[config.mk]
export PLATFORM = sky130hd
export DESIGN_NAME = demux_4_op
export DESIGN_NICKNAME = d
export VERILOG_FILES = /design/src/rtl/demux_4_op.sv
export SDC_FILE = /design/constraint.sdc
export NUM_CORES = 1
export LEC_CHECK = 0
export CORE_UTILIZATION = 42
export CTS_CLUSTER_SIZE = 10
export DETAILED_ROUTE_END_ITERATION = 8
export GPL_TIMING_DRIVEN = 0
export HOLD_SLACK_MARGIN = 0.06
export PLACE_DENSITY = 0.68
export REMOVE_ABC_BUFFERS = 1
export SLEW_MARGIN = 20
export SYNTH_ARGS = -nofsm -noshare
export SYNTH_HDL_FRONTEND = slang
export SYNTH_SLANG_ARGS = --single-unit
[constraint.sdc]
create_clock -name clk -period 3.5 [get_ports clk]
set_input_delay 0.7 -clock clk [delete_from_list [all_inputs] [get_ports clk]]
set_output_delay 0.7 -clock clk [all_outputs]
set_load 0.05 [all_outputs]
[src/rtl/demux_4_op.sv]
// demux_4_op: routes one input word stream into four independent output FIFOs
//    clk       : clock, all state updates on rising edge
//    rst_n     : asynchronous active-low reset, clears pointers, counts and storage
//    in_valid  : producer offers in_data
//    in_ready  : decoded channel has room (depends only on in_sel and counts)
//    in_data   : word to route
//    in_sel    : channel select (00->0, 10->1, 01->2, 11->3)
//    out_valid : bit k set while channel k holds data
//    out_ready : bit k pops the head word of channel k
//    out_data  : channel k head word on [WIDTH*k +: WIDTH]
//    busy      : any channel non-empty
module demux_4_op #(
   parameter int WIDTH = 32,
   parameter int DEPTH = 2
) (
   input  logic               clk,
   input  logic               rst_n,
   input  logic               in_valid,
   output logic               in_ready,
   input  logic [WIDTH-1:0]   in_data,
   input  logic [1:0]         in_sel,
   output logic [3:0]         out_valid,
   input  logic [3:0]         out_ready,
   output logic [4*WIDTH-1:0] out_data,
   output logic               busy
);
   localparam int AW = $clog2(DEPTH);
   localparam logic [AW:0] FULL = (AW+1)'(DEPTH);
   logic [WIDTH-1:0] mem_q [4][DEPTH];
   logic [AW-1:0] rptr_q [4];
   logic [AW-1:0] rptr_d [4];
   logic [AW-1:0] wptr_q [4];
   logic [AW-1:0] wptr_d [4];
   logic [AW:0] cnt_q [4];
   logic [AW:0] cnt_d [4];
   logic [1:0] ch;
   logic [3:0] push;
   logic [3:0] pop;
   // select bits are swapped relative to the channel number
   assign ch = {in_sel[0], in_sel[1]};
   // a pop in the same cycle does not free space for a push: in_ready sees registered count only
   assign in_ready = cnt_q[ch] != FULL;
   assign busy = |out_valid;
   always_comb begin
      push = '0;
      pop = '0;
      out_valid = '0;
      out_data = '0;
      for (int k = 0; k < 4; k++) begin
         out_valid[k] = cnt_q[k] != '0;
         out_data[WIDTH*k +: WIDTH] = mem_q[k][rptr_q[k]];
         push[k] = in_valid && in_ready && (ch == 2'(k));
         pop[k] = out_valid[k] && out_ready[k];
         wptr_d[k] = push[k] ? wptr_q[k] + 1'b1 : wptr_q[k];
         rptr_d[k] = pop[k] ? rptr_q[k] + 1'b1 : rptr_q[k];
         cnt_d[k] = (push[k] && !pop[k]) ? cnt_q[k] + 1'b1 :
                    (pop[k] && !push[k]) ? cnt_q[k] - 1'b1 : cnt_q[k];
      end
   end
   always_ff @(posedge clk or negedge rst_n) begin
      if (!rst_n) begin
         for (int k = 0; k < 4; k++) begin
            rptr_q[k] <= '0;
            wptr_q[k] <= '0;
            cnt_q[k] <= '0;
            for (int i = 0; i < DEPTH; i++) mem_q[k][i] <= '0;
         end
      end else begin
         for (int k = 0; k < 4; k++) begin
            if (push[k]) mem_q[k][wptr_q[k]] <= in_data;
            rptr_q[k] <= rptr_d[k];
            wptr_q[k] <= wptr_d[k];
            cnt_q[k] <= cnt_d[k];
         end
      end
   end
endmodule

==> summary.txt <==
Outcome
  – Outcome: complete, no violations

Setup path
  – Crit. End Element: output port
  – Critical path fanouts, max: 9
  – Setup crit start kind: primary input
  – R2R depth: 5
  – CP required: 2800 ps
  – Worst path arrival time: 2660 ps
  – Crit path kind: in -> out

Clocking
  – Clock Tree Buf Depth: 3
  – TritonCTS buffer count: 31
  – Post-CTS setup buffers: 0
  – CTS tree: done
  – Hold_buf cts: 0
  – Worst-path clk slew: 60 ps
  – Clk_lat worst skew: 550 ps
  – # clock sinks: 272
  – CTS H-Tree Depth: 1
  – PostCTS Resize Cnt: 0
  – CTS root buf: clkbuf_16

Final layout
  – NumNets Final: 991
  – # diodes: 0
  – Area delta synth->final: 26.8%
  – FILL cells: 2360
  – Post-route insts no fill: 1329
  – Most frequent cells in the layout: 352 x mux2_2, 268 x dfrtp_1, 173 x clkdlybuf4s50_1
  – Fraction of layout cells with a size suffix above 1: 47.9%
  – Commonest non-fill, non-tap cell in the layout: mux2_2

Placed design
  – Final GP Congestion: 0.669
  – Placed Cells: 1291
  – Port bufs: 174
  – Post-DP HPWL: 17700 um

STA
  – F_max: 297 MHz
  – Period Utilization, post-route: 96.1%
  – RSZ-0062 raised after global routing: no
  – Final Hold Fails: 0
  – Worst slew pin tran: 792 ps
  – Slew Viols, Final: 0
  – Worst Skew: 9.87 ps
  – Final setup violation count: 0
  – Slew margin rel.: 47.0%
  – Min Tclk post-route: 3360 ps

Synthesis
  – #FFs+latches synth: 272
  – Sequential share of the synthesized area: 56.9%
  – Cell area after synthesis: 12000 sq um
  – Syn Inst Count: 760
  – Syn avg cell area: 15.7 sq um
  – Synth Warn #: 0
  – Synth cell types: 30

Die
  – Top-Level Pins: 175
  – Die ar.: 29200 sq um
  – Core area: 27900 sq um
  – Die Wd: 171 um
  – Initial Util: 42.8%
  – Placement Rows: 61
  – Die height: 171 um

Job
  – Max-capacitance violation count: 0

Route
  – M1 WL: 12000 um
  – First-pass iteration count of the detailed router: 4
  – Vias per cell: 5.08
  – ANT nets after route: 0
  – Met2 WL post-DR: 12400 um
  – Avg WL per Cell: 19.7 um
  – DRC: 0
  – WL met3: 1250 um
  – DR top layer: met4
  – Routed WL: 26100 um
  – Routed via count: 6746
  – DRT iter0 DRCs: 205

Global routing
  – Largest net degree at the start of global routing: 99
  – GRT Total Usage: 18.5%
  – Initial antenna violation count: 0
  – Vias in the first global route: 7184
  – First-pass GRT wire length: 41400 um
  – Total grt overflow: 0

Hold path
  – Hold crit path type: in -> async
## synthesized netlist by cell type, drive strengths merged
library cell	instances	share of area, %
and4	1	0.073
nand4b	2	0.15
clkbuf	17	0.53
ha	4	0.42
and2b	1	0.063
buf	27	1.6
and3	2	0.10
xnor2	8	0.59
nor2b	2	0.10
nor3b	1	0.063
nand4	2	0.10
or4	2	0.16
mux4	1	0.19
mux2	384	37
nor2	6	0.19
inv	1	0.031
nor4b	2	0.25
nor3	1	0.042
or2	4	0.21
nand2b	3	0.16
nand2	5	0.18
dfrtp	272	57
xor2	12	0.88
## critical path: stages
cell and delay, ps:
clkdlybuf4s50_1 690, mux4_2 560, clkdlybuf4s50_1 720
## worst paths after layout
check,end,slack (ps),from
worst min register to register,cnt_q[3],470,cnt_q[3]
worst min-delay path,mem_q[103],160,rst_n
min in group clk,cnt_q[3],470,cnt_q[3]
worst max register to register,mem_q[47],1240,cnt_q[1]
max in group asynchronous,rptr_q[0],2350,rst_n
worst max-delay path,in_ready,140,in_sel[1]
## registers in the layout, indices dropped and copies added, names as in the netlist
register and cells:
mem_q 256, cnt_q 8, wptr_q 4, rptr_q 4
## final cells by class
type                            count  area [sq um]  area share [%]
Tap cell                          378           473            3.12
Multi-Input combinational cell    443          4930            32.5
Clock buffer                       37           828            5.46
Sequential cell                   272          6810            44.9
Inverter                            1          3.75          0.0247
Clock inverter                      1          8.76          0.0577
Timing Repair Buffer              197          2120            14.0
## cell families after synthesis
logic type    after synthesis  share of synthesized area [%]
mux                       385                           37.3
flops                     272                           56.9
buf+inv                    45                           2.14
simple gates               34                           1.84
xor+xnor                   20                           1.46
fa+ha+maj                   4                          0.418
## per-stage QoR
stage	setup TNS (ps)	cell area, sq um	hold slack, ps	util [%]	setup slack (ps)
after detailed placement	0	14300	468	51.3	143
final	0	15200	159	54.3	135
after global routing	0	15200	190	54.3	70.0
after floorplan	0	11700	404	-	334
after CTS	0	15200	170	54.3	123
after global placement	-3065450	13900	462	49.9	-10240
## per-layer routing
layer	global-route usage, %	vias to the layer above
li1	-	3093
met1	25.3	3485
met2	30.0	131
met3	3.68	37
met4	4.66	0
met5	0	-
Power is not shown: default switching activity piles up to over one toggle a cycle in this logic, so the estimate is an artifact.
